**src/rtl/dc_tone_pkg.sv**
```systemverilog
// Shared types and constants for the dc_tone_gen sine generator.
// Holds sample widths, quadrant encoding and the saturating adder.
package dc_tone_pkg;

  localparam int DATA_W = 9;
  localparam int AMP_W  = 8;

  localparam logic signed [DATA_W-1:0] SAT_MAX =
    {1'b0, {(DATA_W-1){1'b1}}};
  localparam logic signed [DATA_W-1:0] SAT_MIN =
    {1'b1, {(DATA_W-1){1'b0}}};

  typedef enum logic [1:0] {
    Q0 = 2'd0,
    Q1 = 2'd1,
    Q2 = 2'd2,
    Q3 = 2'd3
  } quad_e;

  // Two's-complement add clamped to the sample range.
  function automatic logic [DATA_W-1:0] sat_add(
    input logic [DATA_W-1:0] a,
    input logic [DATA_W-1:0] b
  );
    logic [DATA_W:0] s;
    s = {a[DATA_W-1], a} + {b[DATA_W-1], b};
    if (s[DATA_W] != s[DATA_W-1])
      return s[DATA_W] ? SAT_MIN : SAT_MAX;
    return s[DATA_W-1:0];
  endfunction

endpackage

```
**src/rtl/dc_tone_quarter_lut.sv**
```systemverilog
// Quarter-wave sine ROM, 64 x 8 bit, combinational.
// Entry k holds round(255*sin(pi/2*(k+0.5)/64)).
module dc_tone_quarter_lut
  import dc_tone_pkg::*;
#(
  parameter int LUT_AW = 6
) (
  input  logic [LUT_AW-1:0] i_addr,
  output logic [AMP_W-1:0]  o_mag
);

  always_comb begin
    o_mag = '0;
    case (i_addr)
      6'd0:  o_mag = 8'd3;
      6'd1:  o_mag = 8'd9;
      6'd2:  o_mag = 8'd16;
      6'd3:  o_mag = 8'd22;
      6'd4:  o_mag = 8'd28;
      6'd5:  o_mag = 8'd34;
      6'd6:  o_mag = 8'd41;
      6'd7:  o_mag = 8'd47;
      6'd8:  o_mag = 8'd53;
      6'd9:  o_mag = 8'd59;
      6'd10: o_mag = 8'd65;
      6'd11: o_mag = 8'd71;
      6'd12: o_mag = 8'd77;
      6'd13: o_mag = 8'd83;
      6'd14: o_mag = 8'd89;
      6'd15: o_mag = 8'd95;
      6'd16: o_mag = 8'd100;
      6'd17: o_mag = 8'd106;
      6'd18: o_mag = 8'd112;
      6'd19: o_mag = 8'd117;
      6'd20: o_mag = 8'd123;
      6'd21: o_mag = 8'd128;
      6'd22: o_mag = 8'd134;
      6'd23: o_mag = 8'd139;
      6'd24: o_mag = 8'd144;
      6'd25: o_mag = 8'd149;
      6'd26: o_mag = 8'd154;
      6'd27: o_mag = 8'd159;
      6'd28: o_mag = 8'd164;
      6'd29: o_mag = 8'd169;
      6'd30: o_mag = 8'd174;
      6'd31: o_mag = 8'd178;
      6'd32: o_mag = 8'd183;
      6'd33: o_mag = 8'd187;
      6'd34: o_mag = 8'd191;
      6'd35: o_mag = 8'd195;
      6'd36: o_mag = 8'd199;
      6'd37: o_mag = 8'd203;
      6'd38: o_mag = 8'd207;
      6'd39: o_mag = 8'd210;
      6'd40: o_mag = 8'd214;
      6'd41: o_mag = 8'd217;
      6'd42: o_mag = 8'd220;
      6'd43: o_mag = 8'd223;
      6'd44: o_mag = 8'd226;
      6'd45: o_mag = 8'd229;
      6'd46: o_mag = 8'd232;
      6'd47: o_mag = 8'd234;
      6'd48: o_mag = 8'd237;
      6'd49: o_mag = 8'd239;
      6'd50: o_mag = 8'd241;
      6'd51: o_mag = 8'd243;
      6'd52: o_mag = 8'd245;
      6'd53: o_mag = 8'd247;
      6'd54: o_mag = 8'd248;
      6'd55: o_mag = 8'd249;
      6'd56: o_mag = 8'd251;
      6'd57: o_mag = 8'd252;
      6'd58: o_mag = 8'd253;
      6'd59: o_mag = 8'd253;
      6'd60: o_mag = 8'd254;
      6'd61: o_mag = 8'd255;
      6'd62: o_mag = 8'd255;
      6'd63: o_mag = 8'd255;
      default: o_mag = '0;
    endcase
  end

endmodule

```
**src/rtl/dc_tone_gen.sv**
```systemverilog
// Two-stage sine tone generator feeding dc_filter at the 3 MHz rate.
// Optional DC offset with saturation when DC_TONE_OFFSET_EN is defined.
module dc_tone_gen
  import dc_tone_pkg::*;
#(
  parameter int PHASE_W = 16,
  parameter int LUT_AW  = 6
) (
  input  logic               CLK_24M,
  input  logic               reset,
  input  logic               enable_3M,
  input  logic               tone_en,
  input  logic [PHASE_W-1:0] phase_inc,
  input  logic [AMP_W-1:0]   amplitude,
`ifdef DC_TONE_OFFSET_EN
  input  logic [DATA_W-1:0]  offset,
`endif
  output logic [DATA_W-1:0]  o_data,
  output logic               o_valid
);

  localparam int IDX_W = LUT_AW + 2;

  logic [PHASE_W-1:0] r_phase;
  logic               r_s1_valid;
  logic [IDX_W-1:0]   r_s1_idx;
  logic [AMP_W-1:0]   r_s1_amp;
  logic               r_s1_en;
  logic [DATA_W-1:0]  r_data;
  logic               r_valid;

  quad_e              w_quad;
  logic [LUT_AW-1:0]  w_addr;
  logic [LUT_AW-1:0]  w_lut_addr;
  logic [AMP_W-1:0]   w_lut;
  logic [AMP_W-1:0]   w_mag;
  logic [AMP_W-1:0]   w_unused_frac;
  logic               w_neg;
  logic [DATA_W-1:0]  w_tone;
  logic [DATA_W-1:0]  w_result;

  // Phase accumulator; tone_en low parks it at 0 so a restart is coherent.
  always_ff @(posedge CLK_24M) begin
    if (reset) begin
      r_phase <= '0;
    end else if (enable_3M) begin
      r_phase <= tone_en ? r_phase + phase_inc : '0;
    end
  end

  always_ff @(posedge CLK_24M) begin
    if (reset) begin
      r_s1_valid <= 1'b0;
      r_s1_idx   <= '0;
      r_s1_amp   <= '0;
      r_s1_en    <= 1'b0;
    end else begin
      r_s1_valid <= enable_3M;
      if (enable_3M) begin
        r_s1_idx <= r_phase[PHASE_W-1 -: IDX_W];
        r_s1_amp <= amplitude;
        r_s1_en  <= tone_en;
      end
    end
  end

  assign w_quad = quad_e'(r_s1_idx[IDX_W-1 -: 2]);
  assign w_addr = r_s1_idx[LUT_AW-1:0];

  // Odd quadrants walk the quarter table backwards.
  always_comb begin
    w_lut_addr = w_addr;
    w_neg      = 1'b0;
    unique case (w_quad)
      Q0: begin
        w_lut_addr = w_addr;
        w_neg      = 1'b0;
      end
      Q1: begin
        w_lut_addr = ~w_addr;
        w_neg      = 1'b0;
      end
      Q2: begin
        w_lut_addr = w_addr;
        w_neg      = 1'b1;
      end
      Q3: begin
        w_lut_addr = ~w_addr;
        w_neg      = 1'b1;
      end
      default: begin
        w_lut_addr = w_addr;
        w_neg      = 1'b0;
      end
    endcase
  end

  dc_tone_quarter_lut #(
    .LUT_AW (LUT_AW)
  ) u_lut (
    .i_addr (w_lut_addr),
    .o_mag  (w_lut)
  );

  assign {w_mag, w_unused_frac} = w_lut * r_s1_amp;

  always_comb begin
    w_tone = '0;
    if (r_s1_en)
      w_tone = w_neg ? -{1'b0, w_mag} : {1'b0, w_mag};
  end

`ifdef DC_TONE_OFFSET_EN
  logic [DATA_W-1:0] r_s1_off;

  always_ff @(posedge CLK_24M) begin
    if (reset) begin
      r_s1_off <= '0;
    end else if (enable_3M) begin
      r_s1_off <= offset;
    end
  end

  assign w_result = sat_add(w_tone, r_s1_off);
`else
  assign w_result = w_tone;
`endif

  always_ff @(posedge CLK_24M) begin
    if (reset) begin
      r_data  <= '0;
      r_valid <= 1'b0;
    end else begin
      r_valid <= r_s1_valid;
      if (r_s1_valid)
        r_data <= w_result;
    end
  end

  assign o_data  = r_data;
  assign o_valid = r_valid;

endmodule

```
**config.mk**
```make
export PLATFORM = sky130hd
export DESIGN_NAME = dc_tone_gen
export DESIGN_NICKNAME = d
export VERILOG_FILES = /design/src/rtl/dc_tone_pkg.sv /design/src/rtl/dc_tone_quarter_lut.sv /design/src/rtl/dc_tone_gen.sv
export SDC_FILE = /design/constraint.sdc
export NUM_CORES = 1
export LEC_CHECK = 0
export BUFFER_PORTS_ARGS = -buffer_cell sky130_fd_sc_hd__buf_2
export CAP_MARGIN = 40
export CORE_UTILIZATION = 64
export CTS_CLUSTER_SIZE = 10
export DETAILED_ROUTE_END_ITERATION = 12
export MAX_ROUTING_LAYER = met4
export PLACE_DENSITY = 0.8
export SKIP_LAST_GASP = 1
export SYNTH_ARGS = -nofsm -noshare
export SYNTH_HDL_FRONTEND = slang
export SYNTH_HIERARCHICAL = 1
export SYNTH_SLANG_ARGS = --single-unit
```
**constraint.sdc**
```tcl
create_clock -name CLK_24M -period 12.7 [get_ports CLK_24M]
set_input_delay 1.27 -clock CLK_24M [delete_from_list [all_inputs] [get_ports CLK_24M]]
set_output_delay 1.27 -clock CLK_24M [all_outputs]
set_load 0.03 [all_outputs]
```
; ---- Word-level counts from Yosys, hierarchy flattened
; Memory sizes are Yosys's and may differ from the RTL's.
; Index checks and enable logic that the tools add are counted.
[totals]
regBits = 44
latchBits = 0
mem_bits_rw = 0
mem_bits_ro = 512
wordCells = 25
mem_count = 1
[op_classes]
addsub = 2
mul = 1
n_div = 0
order_cmp = 0
eq_ne = 3
n_shift = 0
n_mux = 5
bitwise = 1
reduce_logical = 5
[memory_table]
columns = name, words, word_bits, rd, rd_ports_with_merged_regs, write_ports, line
row1 = (no name shown), 64, 8, 1, 0, 0, dc_tone_quarter_lut.sv:14  ; case (i_addr)
[ops]
columns = operator, count
row1 = $mux 9, 2
row2 = $add 16x16->16, 1
row3 = $mul 8x8->16, 1
row4 = $mux 16, 1
row5 = $pmux 6 s2, 1
row6 = $neg 8->9, 1
row7 = $reduce_or 2->1, 4
row8 = $not 6->6, 1
row9 = $eq 2x2->1 const B, 2
row10 = $eq 2x1->1 const B, 1
row11 = $logic_not 2->1, 1
row12 = $pmux 1 s2, 1

; ---- Logic depth before layout (Yosys ltp)
; An unclocked memory read counts as a cell.
[depth]
depth_word = 8
depth_mapped = 28

; ---- Cells and area by module
; The synthesis kept the hierarchy.
[modules_own_cells]
columns = module, instances, cells_each, area_each_um2, seq_area_each_um2
row1 = dc_tone_gen, 1, 524, 4615.7, 880.8
row2 = dc_tone_quarter_lut, 1, 100, 675.6, 0.0

; ---- Least setup slack after synthesis
; No wires, ideal clock.
[synth_path]
path_kind = register to register
from = register r_s1_idx[6]
to = register r_data[4] (netlist: o_data[4])
t_arrival_ps = 6513
setup_slack_ps = 6070
stages_incl_launch_ff = 25
n_path_buf = 1
period_less_slack_ps = 6630
cell_sequence = dfxtp_1 -> clkbuf_1 -> xor2_1 -> inv_1 -> ha_1 -> mux2_4 -> a221o_1 -> o211ai_2 -> o211ai_1 -> and2_1 -> fa_1 -> fa_1 -> fa_1 -> inv_1 -> fa_1 -> inv_1 -> ha_1 -> a21oi_1 -> o21ai_2 -> a211oi_2 -> mux2_4 -> a22o_2 -> a21oi_2 -> xnor2_1 -> a22o_1
[synth_via]
elab_chain_len = 8
word_cells_on_any_way = 15
cone_classes = add/sub: 1 / mul: 1 / eq/ne: 3 / mux: 4 / reduce/logical: 5 / memory: 1
[synth_lines]
columns = item, line
row1 = from (decl), dc_tone_gen.sv:26  ; logic [IDX_W-1:0] r_s1_idx;
row2 = from (signal assigned), dc_tone_gen.sv:60  ; r_s1_idx <= r_phase[PHASE_W-1 -: IDX_W];
row3 = "$eq 2x2->1, or another cell as far along", dc_tone_gen.sv:74  ; unique case (w_quad)
row4 = $reduce_or 2->1 (no line), --
row5 = $pmux 6 s2 *, dc_tone_gen.sv:74
row6 = net w_lut_addr[0], dc_tone_gen.sv:34  ; logic [LUT_AW-1:0] w_lut_addr;
row7 = $mem_v2 64x8 *, --
row8 = net w_lut[2], dc_tone_gen.sv:35  ; logic [AMP_W-1:0] w_lut;
row9 = $mul 8x8->16 *, dc_tone_gen.sv:105  ; assign {w_mag, w_unused_frac} = w_lut * r_s1_amp;
row10 = $neg 8->9, dc_tone_gen.sv:110  ; w_tone = w_neg ? -{1'b0, w_mag} : {1'b0, w_mag};
row11 = $mux 9 *, dc_tone_gen.sv:110
row12 = $mux 9 *, dc_tone_gen.sv:109  ; if (r_s1_en)
row13 = to (signal assigned), dc_tone_gen.sv:136  ; r_data <= w_result;
row14 = to (decl), dc_tone_gen.sv:29  ; logic [DATA_W-1:0] r_data;
; The timed path passes the listed nets; every way through them passes the cells marked *.
; A chain may end at the register's enable or synchronous reset.

; ---- Worst setup path in the final report
[layout_path]
from = register r_s1_idx[6]
to = register r_data[2] (netlist: o_data[2])
; Same word-level chain as after synthesis.

==> parameters.txt <==
Parameter                              Value

Status
  Outcome ... complete, no violations

Timing
  # setup viols final ... 0
  Fin Clk Skew ... 0.005775 ns
  Relative slew margins ... 0.4255
  Unrepaired setup endpoints after global routing ... no
  Smallest setup slack after layout ... 5.103 ns
  Final slew viol count ... 0
  Sum of negative setup slack ... 0 ns
  Period minus WS final ... 7.597 ns
  Period utilization ... 0.5982
  Fin. Hold Viols ... 0
  Actual transition at the worst max-transition pin ... 0.8527 ns
  Achievable clock frequency ... 131.6 MHz

Global route
  Number of global-route vias before repair ... 4344
  GRT Resource Usage Total ... 0.2950
  Wire length of the first global-routing pass ... 19870 microns
  Largest net degree at the start of global routing ... 46
  Antenna violations before repair ... 0
  GRT overflow ... 0

Pwr
  Net Sw Power ... 0.1691 mW
  Fraction of power consumed by the clock network ... 0.252
  Power per cell area ... 78.96 mW/mm^2
  Switching part of the total power ... 0.3801
  Static Leakage ... 2.757 nW
  Seq pwr share ... 0.340
  Comb pwr share ... 0.408
  Cell-internal power ... 0.2757 mW
  Peak VDD IR ... 0.06316 mV

Yosys
  Top_reg_cell synth ... sky130_fd_sc_hd__dfxtp_1
  Post-synthesis sequential area ratio ... 0.1665
  Ys async rst share ... 0
  Synthesized netlist net count ... 747
  Cell area after synthesis ... 0.005291 sq mm
  Post-synth cell types ... 74
  Yosys warning count ... 6
  Post-Synthesis Cells ... 624
  Register bit total from synthesis ... 44
  Count of flip-flops with a built-in enable after synthesis ... 0
  Avg Inst Size Synth ... 8.480 sq um

Routing
  Overall via count from detail_route ... 4425
  DRC errors left ... 0
  Remaining antenna violation count after routing ... 0
  Number of DRC markers in iteration 0 ... 164
  Total routed wirelength ... 11540 microns
  Drt first pass iters ... 4
  Avg Vias per Cell ... 5.876
  Post-DR wirelength/cell ... 15.32 microns

Clock network
  Deepest level of the CTS H-tree ... 2
  Count of cells resized by post-cts repair ... 0
  Clock sink total ... 44
  CTS tree ... done
  Clock transition at the register clock pins on the worst setup and hold paths after CTS ... 0.09 ns
  Number of buffers inserted by post-CTS setup repair ... 0
  Insertion delay of the later-clocked pin in the worst-skew pair ... 0.31 ns
  Number of CTS-inserted buffers ... 5
  Root buffer selected by CTS ... sky130_fd_sc_hd__clkbuf_8
  Hold bufs inserted after CTS ... 0
  Maximum clock insertion buffer count ... 2

Floorplanning
  Effective utilization at floorplan ... 0.6743
  Die width ... 92.93 microns
  Die footprint ... 0.008635 sq mm
  Placement row count ... 32
  Die Ht ... 92.93 microns
  IO Count ... 38
  Core Box Area ... 0.007848 sq mm

Worst setup path
  Worst Path Class, Setup ... flop to flop
  Category of the worst setup path launch point ... flop
  CP max-delay cell ... sky130_fd_sc_hd__o21ai_0
  Worst path max stage delay ... 0.69 ns
  Worst endpoint required time ... 12.93 ns
  Worst setup EP type ... flop
  Worst-case register-to-register setup slack ... 5.10 ns
  Worst Path Max Fanout ... 8
  Critical path data arrival time ... 7.83 ns
  Sequence of cells on the critical path ... xor2_1 > inv_1 > ha_1 > nor3_1 > o32ai_1 > o21ai_0 > nand2_1 > fa_1 > fa_1 > inv_1 > fa_1 > inv_1 > fa_1 > inv_1 > ha_1 > a31oi_1 > nor2_1 > o31ai_1 > ha_1 > nand2b_1 > xnor2_1 > xnor2_1 > nand3_1 > a21oi_1

Cells and area
  Final cell count without fillers ... 753
  Total Nets Final ... 773
  Antenna cells ... 0
  Fill cell count ... 643
  Layout cell share with drive strength beyond 1 ... 0.1198
  Most common cell after layout, fill and taps aside ... sky130_fd_sc_hd__ha_1
  Most used cells in the layout excluding fill and tap cells ... sky130_fd_sc_hd__ha_1, sky130_fd_sc_hd__inv_1, sky130_fd_sc_hd__nor2_1, sky130_fd_sc_hd__and2_1, sky130_fd_sc_hd__dfxtp_1
  Area grow syn2layout ... 6.455%

Flow run
  Count of maximum capacitance violations ... 0

Placed design
  HPWL reported at the end of detailed placement ... 8708 microns
  Post-Place Worst Slack ... 5.230 ns
  DP Cell Count ... 745
  Final weighted congestion of routability-driven global placement ... 0.8898
  Port Buffers ... 37

Hold path
  Classification of the worst-slack hold path ... flop to flop
-- cell usage after synthesis (6+ instances only) --
cell type	n	area share
sky130_fd_sc_hd__a21oi_1	38	0.036
sky130_fd_sc_hd__and2_1	48	0.057
sky130_fd_sc_hd__and2_2	8	0.011
sky130_fd_sc_hd__clkbuf_1	9	0.0064
sky130_fd_sc_hd__dfxtp_1	44	0.17
sky130_fd_sc_hd__fa_1	36	0.14
sky130_fd_sc_hd__ha_1	59	0.14
sky130_fd_sc_hd__inv_1	57	0.040
sky130_fd_sc_hd__mux2i_1	22	0.042
sky130_fd_sc_hd__nand2_1	33	0.023
sky130_fd_sc_hd__nand2b_1	8	0.0095
sky130_fd_sc_hd__nand3_1	9	0.0085
sky130_fd_sc_hd__nor2_1	57	0.040
sky130_fd_sc_hd__nor2b_1	22	0.026
sky130_fd_sc_hd__nor3_1	12	0.011
sky130_fd_sc_hd__nor3b_1	6	0.0085
sky130_fd_sc_hd__o21ai_0	15	0.014
sky130_fd_sc_hd__xnor2_1	16	0.026
sky130_fd_sc_hd__xor2_1	15	0.025
-- cell families (layout without fill, tap and decap cells) --
group / after synthesis / count (layout) / synth area share
flops: 44 / 44 / 0.1665
simple gates: 232 / 232 / 0.2369
xor+xnor: 31 / 31 / 0.05131
fa+ha+maj: 95 / 95 / 0.2757
buf+inv: 80 / 107 / 0.06479
mux: 25 / 25 / 0.04942
compound gates: 117 / 117 / 0.1554
-- worst max-delay path, delay by kind of cell (launching register included) --
kind                       cells  cell delay (ns)
AOI/OAI and AO/OA              5             1.75
xor gates and xnor gates       3             0.85
adders and majority gates      7             3.18
buffers and inverters          4             0.39
DFF                            1             0.56
and+or+nand+nor                5             0.75
-- routing by layer --
layer	vias up	part of all wire	track usage	routed length [microns]
met5	-	0	-	0
met4	0	0.016	0.07436	187
met3	18	0.042	0.03695	485
met2	120	0.46	0.4743	5349
met1	2096	0.48	0.3952	5513
li1	2191	-	-	-
-- path summary, 6_finish.rpt --
path / startpoint / end / cells past startpoint
worst max-delay path: r_s1_idx[6] / o_data[2] / 24
worst min-delay path: o_data[8] / o_data[8] / 2
worst max register to register: r_s1_idx[6] / o_data[2] / 24
worst min register to register: o_data[8] / o_data[8] / 2
-- sequential cells by signal, indices dropped and copies added, names as in the netlist --
register    flops
r_s1_idx        8
r_phase        16
r_s1_amp        8
o_valid         1
o_data          9
r_s1_en         1
r_s1_valid      1
-- final cells by class --
cell class / instances / area [sq um] / share of cell area
tap: 102 / 127.6 / 0.02266
clock inverter: 2 / 35.03 / 0.006219
timing repair buffer: 42 / 220.2 / 0.03909
inverter: 57 / 214.0 / 0.03798
multi-input combinational: 500 / 4083 / 0.7248
clock buffer: 6 / 72.57 / 0.01288
sequential: 44 / 880.8 / 0.1564
-- stage by stage --
stage	total power [mW]	hold WS, ns	util	cell area (sq um)
finish	0.4448	0.4567	0.7178	5633
global route	0.4733	0.4887	0.7178	5633
detailed placement	0.3325	0.4470	0.7041	5525
floorplan	0.2913	0.4811	-	5291
global placement	0.3259	0.4351	0.7034	5520
CTS	0.4459	0.4614	0.7178	5633
-- power groups by stage --
stage               registers [mW]  logic [mW]  clock network (mW)
finish                       0.151       0.181               0.112
global route                 0.152       0.202               0.119
CTS                          0.151       0.180               0.115
detailed placement           0.154       0.178                   0
global placement             0.154       0.172                   0
floorplan                    0.151       0.140                   0
Power figures use the tool's default switching activity.
